`src/rtl/offnariscv_pkg.sv`:
```
// Shared types for the writeback stage: result beats from the ALU and LSU
// streams, datapath width and the arbiter's streak-counter width.
package offnariscv_pkg;

  localparam int XLEN     = 32;
  localparam int STREAK_W = 4;

  typedef struct packed {
    logic [4:0]      rd;
    logic [XLEN-1:0] result;
  } aluwb_tdata_t;

  typedef struct packed {
    logic [4:0]      rd;
    logic [XLEN-1:0] result;
  } lsuwb_tdata_t;

  // x0 is hardwired to zero, so a result aimed at it must never reach the RF.
  function automatic logic writes_rf(input logic [4:0] rd);
    return rd != 5'd0;
  endfunction

endpackage

```
`src/rtl/axis_if.sv`:
```
// Minimal AXI-Stream style handshake (tvalid/tready/tdata) with master and
// slave modports.
interface axis_if #(
  parameter int unsigned DW = 32
);
  logic          tvalid;
  logic          tready;
  logic [DW-1:0] tdata;

  modport m (output tvalid, output tdata, input tready);
  modport s (input tvalid, input tdata, output tready);
endinterface

```
`src/rtl/wb_prio_arb.sv`:
```
// Writeback arbiter: LSU has fixed priority over ALU, but after STARVE_MAX
// consecutive LSU grants with ALU waiting, ALU is granted once.
module wb_prio_arb
  import offnariscv_pkg::*;
#(
  parameter int STARVE_MAX = 4
) (
  input  logic clk,
  input  logic rst,
  input  logic invalidate,
  input  logic alu_valid,
  input  logic lsu_valid,
  output logic alu_ready,
  output logic lsu_ready
);

  logic [STREAK_W-1:0] streak_d, streak_q;
  logic                lsu_wins;

  // NOTE: every signal written here gets a default first, so no latch is inferred.
  always_comb begin
    lsu_wins  = lsu_valid && !(alu_valid && streak_q == STREAK_W'(STARVE_MAX));
    alu_ready = !rst && !invalidate && alu_valid && !lsu_wins;
    lsu_ready = !rst && !invalidate && lsu_wins;

    streak_d = streak_q;
    if (!alu_valid || alu_ready) begin
      streak_d = '0;
    end else if (lsu_ready) begin
      streak_d = streak_q + 1'b1;
    end
  end

  // NOTE: sequential state uses non-blocking assignments so all flops update together.
  always_ff @(posedge clk) begin
    if (rst) begin
      streak_q <= '0;
    end else begin
      streak_q <= streak_d;
    end
  end

endmodule

```
`src/rtl/writeback.sv`:
```
// Writeback stage: arbitrates ALU/LSU result streams, registers the accepted
// beat onto the RF write port and the dispatcher bypass. Optional retired-
// instruction counter enabled by defining WB_INSTRET_EN.
module writeback
  import offnariscv_pkg::*;
#(
  parameter int STARVE_MAX = 4
) (
  input  logic            clk,
  input  logic            rst,
  axis_if.s               aluwb_axis_if,
  axis_if.s               lsuwb_axis_if,
  input  logic            invalidate,
  output logic            rf_we,
  output logic [4:0]      rf_waddr,
  output logic [XLEN-1:0] rf_wdata,
  output logic            fwd_valid,
  output logic [4:0]      fwd_rd,
  output logic [XLEN-1:0] fwd_data,
  output logic            retire
`ifdef WB_INSTRET_EN
  ,
  output logic [63:0]     instret
`endif
);

  aluwb_tdata_t    alu_beat;
  lsuwb_tdata_t    lsu_beat;
  logic            alu_ready, lsu_ready;
  logic            alu_fire, lsu_fire;
  logic            rf_we_d, rf_we_q;
  logic [4:0]      rf_waddr_d, rf_waddr_q;
  logic [XLEN-1:0] rf_wdata_d, rf_wdata_q;
  logic            retire_d, retire_q;

  assign alu_beat = aluwb_axis_if.tdata;
  assign lsu_beat = lsuwb_axis_if.tdata;

  wb_prio_arb #(
    .STARVE_MAX (STARVE_MAX)
  ) u_arb (
    .clk        (clk),
    .rst        (rst),
    .invalidate (invalidate),
    .alu_valid  (aluwb_axis_if.tvalid),
    .lsu_valid  (lsuwb_axis_if.tvalid),
    .alu_ready  (alu_ready),
    .lsu_ready  (lsu_ready)
  );

  assign aluwb_axis_if.tready = alu_ready;
  assign lsuwb_axis_if.tready = lsu_ready;
  assign alu_fire = aluwb_axis_if.tvalid && alu_ready;
  assign lsu_fire = lsuwb_axis_if.tvalid && lsu_ready;

  // Address/data hold when idle; only the strobes drop.
  always_comb begin
    rf_we_d    = 1'b0;
    retire_d   = 1'b0;
    rf_waddr_d = rf_waddr_q;
    rf_wdata_d = rf_wdata_q;
    if (lsu_fire) begin
      retire_d   = 1'b1;
      rf_we_d    = writes_rf(lsu_beat.rd);
      rf_waddr_d = lsu_beat.rd;
      rf_wdata_d = lsu_beat.result;
    end else if (alu_fire) begin
      retire_d   = 1'b1;
      rf_we_d    = writes_rf(alu_beat.rd);
      rf_waddr_d = alu_beat.rd;
      rf_wdata_d = alu_beat.result;
    end
  end

  always_ff @(posedge clk) begin
    if (rst) begin
      rf_we_q    <= 1'b0;
      rf_waddr_q <= '0;
      rf_wdata_q <= '0;
      retire_q   <= 1'b0;
    end else begin
      rf_we_q    <= rf_we_d;
      rf_waddr_q <= rf_waddr_d;
      rf_wdata_q <= rf_wdata_d;
      retire_q   <= retire_d;
    end
  end

  assign rf_we     = rf_we_q;
  assign rf_waddr  = rf_waddr_q;
  assign rf_wdata  = rf_wdata_q;
  assign retire    = retire_q;
  assign fwd_valid = rf_we_q;
  assign fwd_rd    = rf_waddr_q;
  assign fwd_data  = rf_wdata_q;

`ifdef WB_INSTRET_EN
  logic [63:0] instret_d, instret_q;

  // Counts one cycle behind the retire pulse; wraps naturally at 2^64.
  always_comb begin
    instret_d = instret_q + 64'(retire_q);
  end

  always_ff @(posedge clk) begin
    if (rst) begin
      instret_q <= '0;
    end else begin
      instret_q <= instret_d;
    end
  end

  assign instret = instret_q;
`endif

endmodule

```
`src/flat_wrapper.sv`:
```
// flat-port wrapper written by rule: the top's interface ports become plain ports
module writeback_flat import offnariscv_pkg::*;
#(
  parameter int STARVE_MAX = 4
)
  (clk, rst, invalidate, rf_we, rf_waddr, rf_wdata, fwd_valid, fwd_rd, fwd_data, retire, aluwb_axis_if_tvalid, aluwb_axis_if_tdata, aluwb_axis_if_tready, lsuwb_axis_if_tvalid, lsuwb_axis_if_tdata, lsuwb_axis_if_tready);
  axis_if #(.DW($bits(aluwb_tdata_t))) aluwb_axis_if_i ();
  axis_if #(.DW($bits(lsuwb_tdata_t))) lsuwb_axis_if_i ();
  input  logic clk;
  input  logic rst;
  input  logic invalidate;
  output logic rf_we;
  output logic [4:0] rf_waddr;
  output logic [XLEN-1:0] rf_wdata;
  output logic fwd_valid;
  output logic [4:0] fwd_rd;
  output logic [XLEN-1:0] fwd_data;
  output logic retire;
  input wire logic [$bits(aluwb_axis_if_i.tvalid)-1:0] aluwb_axis_if_tvalid;
  input wire logic [$bits(aluwb_axis_if_i.tdata)-1:0] aluwb_axis_if_tdata;
  output wire logic [$bits(aluwb_axis_if_i.tready)-1:0] aluwb_axis_if_tready;
  input wire logic [$bits(lsuwb_axis_if_i.tvalid)-1:0] lsuwb_axis_if_tvalid;
  input wire logic [$bits(lsuwb_axis_if_i.tdata)-1:0] lsuwb_axis_if_tdata;
  output wire logic [$bits(lsuwb_axis_if_i.tready)-1:0] lsuwb_axis_if_tready;
  assign aluwb_axis_if_i.tvalid = aluwb_axis_if_tvalid;
  assign aluwb_axis_if_i.tdata = aluwb_axis_if_tdata;
  assign aluwb_axis_if_tready = aluwb_axis_if_i.tready;
  assign lsuwb_axis_if_i.tvalid = lsuwb_axis_if_tvalid;
  assign lsuwb_axis_if_i.tdata = lsuwb_axis_if_tdata;
  assign lsuwb_axis_if_tready = lsuwb_axis_if_i.tready;
  writeback #(.STARVE_MAX(STARVE_MAX)) u_core (.clk(clk), .rst(rst), .aluwb_axis_if(aluwb_axis_if_i), .lsuwb_axis_if(lsuwb_axis_if_i), .invalidate(invalidate), .rf_we(rf_we), .rf_waddr(rf_waddr), .rf_wdata(rf_wdata), .fwd_valid(fwd_valid), .fwd_rd(fwd_rd), .fwd_data(fwd_data), .retire(retire));
endmodule
```
`config.mk`:
```
export PLATFORM = sky130hd
export DESIGN_NAME = writeback_flat
export DESIGN_NICKNAME = d
export VERILOG_FILES = /design/src/rtl/offnariscv_pkg.sv /design/src/rtl/axis_if.sv /design/src/rtl/wb_prio_arb.sv /design/src/rtl/writeback.sv /design/src/flat_wrapper.sv
export SDC_FILE = /design/constraint.sdc
export NUM_CORES = 1
export LEC_CHECK = 0
export ABC_CLOCK_PERIOD_IN_PS = 1580
export CAP_MARGIN = 25
export CORE_AREA = 2 2 88 81
export CTS_CLUSTER_DIAMETER = 100
export CTS_CLUSTER_SIZE = 40
export DETAILED_ROUTE_END_ITERATION = 8
export DIE_AREA = 0 0 90 83
export PLACE_DENSITY = 0.84
export SLEW_MARGIN = 5
export SYNTH_ARGS = -nofsm -noshare
export SYNTH_HDL_FRONTEND = slang
export SYNTH_SLANG_ARGS = --single-unit
```
`constraint.sdc`:
```
create_clock -name clk -period 1.58 [get_ports clk]
set_input_delay 0.237 -clock clk [delete_from_list [all_inputs] [get_ports clk]]
set_output_delay 0.237 -clock clk [all_outputs]
set_load 0.1 [all_outputs]
```
=== Word level (Yosys, flattened, before mapping) ===
Index checks and enable logic that the tools add are counted.

* Register bits: 43
* Input port bits: 79
* Output and inout bits: 79
* Word-level logic and storage cells: 33

* $add $sub $neg: 1
* Equality and inequality tests: 1
* Multiplexer cells: 8
* Reductions and logical operators: 18

{| class="wikitable"
|+ Operators with widths
! cell !! number
|-
| 32-bit 2-to-1 mux || 2
|-
| 5-bit 2-to-1 mux || 2
|-
| 5-bit nonzero test || 2
|-
| 1-bit logical AND || 8
|-
| 1-bit zero test || 5
|-
| 4-bit by 1-bit adder with 4-bit output (second input constant) || 1
|-
| 4-bit by 3-bit == test with 1-bit output (second input constant) || 1
|-
| 1-bit 2-to-1 mux || 4
|-
| 2-bit nonzero test || 1
|-
| 2-bit OR reduction || 1
|-
| 1-bit logical OR || 1
|}

=== Logic depth before layout (Yosys ltp) ===
* Depth after elaboration: 9
* Gate-level depth with buffers: 8
* Depth with buffers taken out: 6

=== By module ===
A second synthesis with hierarchy kept.

* Cell total of the unflattened synthesis: 287
* Area total of the unflattened synthesis: 2,298.5 µm²

{| class="wikitable"
|+ Modules (own cells, without submodules)
! module !! times used !! cells each !! area an instance (µm²) !! sequential area each (µm²)
|-
| writeback || 1 || 254 || 2,031.9 || 780.7
|-
| wb_prio_arb || 1 || 33 || 266.5 || 80.1
|}

=== Worst setup path before layout ===
Ideal clock, no wire load.

* Path type: flip-flop to output port
* Start: reg u_core.u_arb.streak_q[0]
* End: out aluwb_axis_if_tready
* Arrival: 1,726 ps
* Data required time: 1,343 ps
* Setup slack: -383 ps
* Cell stages (with the launch flop): 8
* Path buffers: 2
* Cell sequence: dfxtp_1 -> inv_1 -> ha_1 -> nand4b_1 -> a21bo_2 -> buf_6 -> buf_6 -> inv_1

* Cells in the longest elaborated chain, start to end: 6

{| class="wikitable"
|+ RTL lines
! what !! RTL line !! source
|-
| start, declared || wb_prio_arb.sv:17 || <nowiki>logic [STREAK_W-1:0] streak_d, streak_q;</nowiki>
|-
| start signal, assigned || wb_prio_arb.sv:39 || <nowiki>streak_q <= streak_d;</nowiki>
|-
| 4-bit by 3-bit == test with 1-bit output || wb_prio_arb.sv:22 || <nowiki>lsu_wins = lsu_valid && !(alu_valid && streak_q == STREAK_W'(STARVE_MAX));</nowiki>
|-
| 1-bit logical AND || wb_prio_arb.sv:22 ||
|-
| 1-bit zero test || wb_prio_arb.sv:22 ||
|-
| 1-bit logical AND || wb_prio_arb.sv:22 ||
|-
| 1-bit zero test || wb_prio_arb.sv:23 || <nowiki>alu_ready = !rst && !invalidate && alu_valid && !lsu_wins;</nowiki>
|-
| 1-bit logical AND || wb_prio_arb.sv:23 ||
|-
| end, declared || flat_wrapper.sv:21 || <nowiki>output wire logic [$bits(aluwb_axis_if_i.tready)-1:0] aluwb_axis_if_tready;</nowiki>
|}

No other way between the ends.

=== Worst setup path in the final report ===
Same ends and word-level chain as after synthesis.

==> impl_metrics.yaml <==
run_status:
  outcome: "finished, violations left"
  violations: "setup timing"
logic_synthesis:
  synth.area.mux_share: 0.0135
  synth_top_flop_cell: "dfxtp_1"
  syn_inst: 278
  synth_edf_count: 0
  yosys_warnings: 0
  synth-simple-area-share: 0.345
  netlist_area_mm2: 0.00222
  synth_top_family_by_area: "simple AND/OR/NAND/NOR gates"
  avgSynthCellArea_um2: 8.00
  ys_seq_elements: 43
  ys_async_sr_fraction: 0
  seq_area_frac_synth: 0.387
  yosys.area_share.adder: 0.0112
  synth-compound-area-share: 0.0422
  synth_xor_area_frac: 0
  syn_nets: 359
  yosysUniqueCellTypes: 30
clock_tree:
  cts_tree: "yes"
  clkLatencyLatePin_ns: 0.29
  cts_sinks: 43
  htree_levels: 2
  cts_buffers: 5
  cts_root_buf: "clkbuf_8"
  cts.clk_slew.worst_paths_ns: 0.08
  hold_buffers: 0
  clock_tree.buffer_depth: 2
worst_setup_path:
  crit_fanout: 3
  regToRegSetupSlack_ns: -0.13
  critical-path-slowest-cell: "dfxtp_2"
  r2r_cells: 8
  critPathKind: "reg -> out"
  start_kind: "flip-flop"
  crit_path_end_kind: "output pin"
  r2r-start: "u_core.u_arb.streak_q[0]"
  r2r_end: "u_core.fwd_data[13]"
  cpPeakStageDelay_ns: 0.33
  timing.critical_path.cells: "inv_2 > ha_4 > nand4b_1 > a21bo_4 > clkinvlp_4 > buf_12"
  worstPathArrival_ns: 1.51
  crit_buf_inv: 3
  path_delay_family: "flip-flops"
  cp.required_ns: 1.34
placed_design:
  globalplace.congestion: 0.808
  hpwl_mm: 6.16
  port_buffers: 157
timing:
  maxSlewViolCount: 0
  maxSlewHeadroom: 0.752
  hold_viol_final: 0
  final.min_clock_period_ns: 1.75
  tns_ns: -2.38
  setup_slack_ns: -0.169
  skew_ns: 0.00542
  final.period_utilization: 1.11
  hold_slack_ns: 0.462
  rsz0062_at_grt: "true"
  tightest_slew_ns: 0.368
  finalSetupViolCount: 33
  max_freq_mhz: 572
die:
  start_util: 0.341
  dieWidth_um: 90
  die_h_um: 83
  core_area_mm2: 0.00652
  rows: 28
  dieArea_mm2: 0.00747
  pin_count: 158
job:
  maxCapViolCount: 0
finish:
  area_delta_synth_final_pct: 122
  n_antenna_cell: 0
  nets: 492
  drive_above_1_share: 0.498
power:
  powerDensity_mw_per_mm2: 845
  ir_worst_vdd_mv: 0.533
  leakagePower_nw: 1.91
  totalPowerFinal_mw: 4.17
routing:
  dr_total_vias: 2479
  ant_nets: 0
  wl_per_cell_um: 17.2
  drc: 0
  finalWirelength_mm: 8.61
  first_pass_iters: 6
  drt_iter0_drc: 58
  viasPerCell: 4.94
global_route:
  antenna_found_initial: 0
  overflow: 0
  grt_use_total: 0.216
  grt_pass1_vias: 2596
  grt_pass1_wl_mm: 13.1
  grt_max_degree: 23
worst_hold_path:
  worst_hold_path.num_cells: 3
  hp-start: "rst"
  min_path_type: "in -> reg"
  min_to: "u_core.fwd_data[3]"
-- layout by cell type, fill, tap and decap left out, drive strengths merged, types with 2 or more instances in the layout --
cell type	netlist	routed
nor3	2	2
clkdlybuf4s50	0	77
mux2i	3	3
a21oi	4	4
a211oi	3	3
ha	2	2
nor4	35	35
nor2	104	104
clkinvlp	0	2
bufbuf	0	2
clkbuf	7	7
buf	48	101
dfxtp	43	43
inv	5	3
nand3	4	4
nand3b	2	2
nand2	4	4
-- cell usage after synthesis, drive strengths merged (3+ instances only) --
master,n,share of area
nor2,104,0.18
buf,48,0.17
dfxtp,43,0.39
nor4,35,0.12
clkbuf,7,0.025
inv,5,0.0084
a21oi,4,0.0090
nand2,4,0.0067
nand3,4,0.0090
a211oi,3,0.010
mux2i,3,0.013
-- metrics by stage --
step                      utilization  instance area (um^2)  instances  setup WS, ns
after floorplan                     -                  2290        278        -0.102
after global placement          0.685                  4460        484        -0.187
after detailed placement        0.685                  4460        484        -0.312
after CTS                       0.730                  4760        498        -0.185
after global routing            0.757                  4930        502        -0.236
final                           0.757                  4930        502        -0.169
-- cells by family after synthesis --
| group | count (synthesis) |
|---|---|
| AND/OR/NAND/NOR | 157 |
| adder cells (fa/ha/maj) | 2 |
| AO/OA/AOI/OAI | 13 |
| buffers and inverters | 60 |
| flip-flops | 43 |
| multiplexers | 3 |
-- worst register-to-register path, delay by kind of cell, from the launching register on --
family	cells	cell delay (ns)
and+or+nand+nor	3	0.34
buffers and inverters	3	0.52
adders and majority gates	1	0.13
AOI/OAI and AO/OA	1	0.28
DFF	1	0.33
-- what timing repair did --
| action | 4_1_cts | 5_1_grt |
|---|---|---|
| cloned | 2 | 2 |
| setup endpoints to repair | 21 | 40 |
| buffers inserted | 4 | 2 |
| pin swaps | 4 | 14 |
| resized for setup | 21 | 33 |
-- how the worst max path moves through the flow --
stage	start	endpoint	slack, ns	cells past startpoint
after detailed placement	aluwb_axis_if_tvalid	u_core.fwd_data[16]	-0.31	6
final	u_core.u_arb.streak_q[0]	aluwb_axis_if_tready	-0.17	6
after global routing	u_core.u_arb.streak_q[0]	aluwb_axis_if_tready	-0.24	6
after floorplan	u_core.u_arb.streak_q[1]	aluwb_axis_if_tready	-0.10	7
after CTS	u_core.u_arb.streak_q[0]	aluwb_axis_if_tready	-0.19	6
after global placement	invalidate	u_core.fwd_rd[4]	-0.19	6
-- cell type report --
cell class	instances	area, um^2
inverter	5	26.3
fill	427	1580
clock inverter	2	35.0
sequential	43	911
timing repair buffer	181	2670
multi-input combinational	175	1090
clock buffer	6	82.6
tap	90	113
-- metal layers --
| layer | part of all wire | vias to the layer above | track usage |
|---|---|---|---|
| li1 | - | 1154 | - |
| met1 | 0.38 | 1188 | 0.236 |
| met2 | 0.53 | 126 | 0.406 |
| met3 | 0.077 | 11 | 0.0626 |
| met4 | 0.011 | 0 | 0.0531 |
| met5 | 0 | - | 0 |
-- sequential cells by signal, summed over array words and instances, names as in the netlist --
register and cells:
u_core.retire 1, u_core.fwd_data 32, u_core.fwd_rd 5, u_core.fwd_valid 1, u_core.u_arb.streak_q 4
-- power by group --
part	internal, mW	switching (mW)	leakage, nW
Combinational	0.779	1.21	1.48
Sequential	1.17	0.125	0.369
Clock	0.512	0.376	0.0612
Total	2.46	1.71	1.91
No activity file was read; power rests on OpenSTA's default activity.
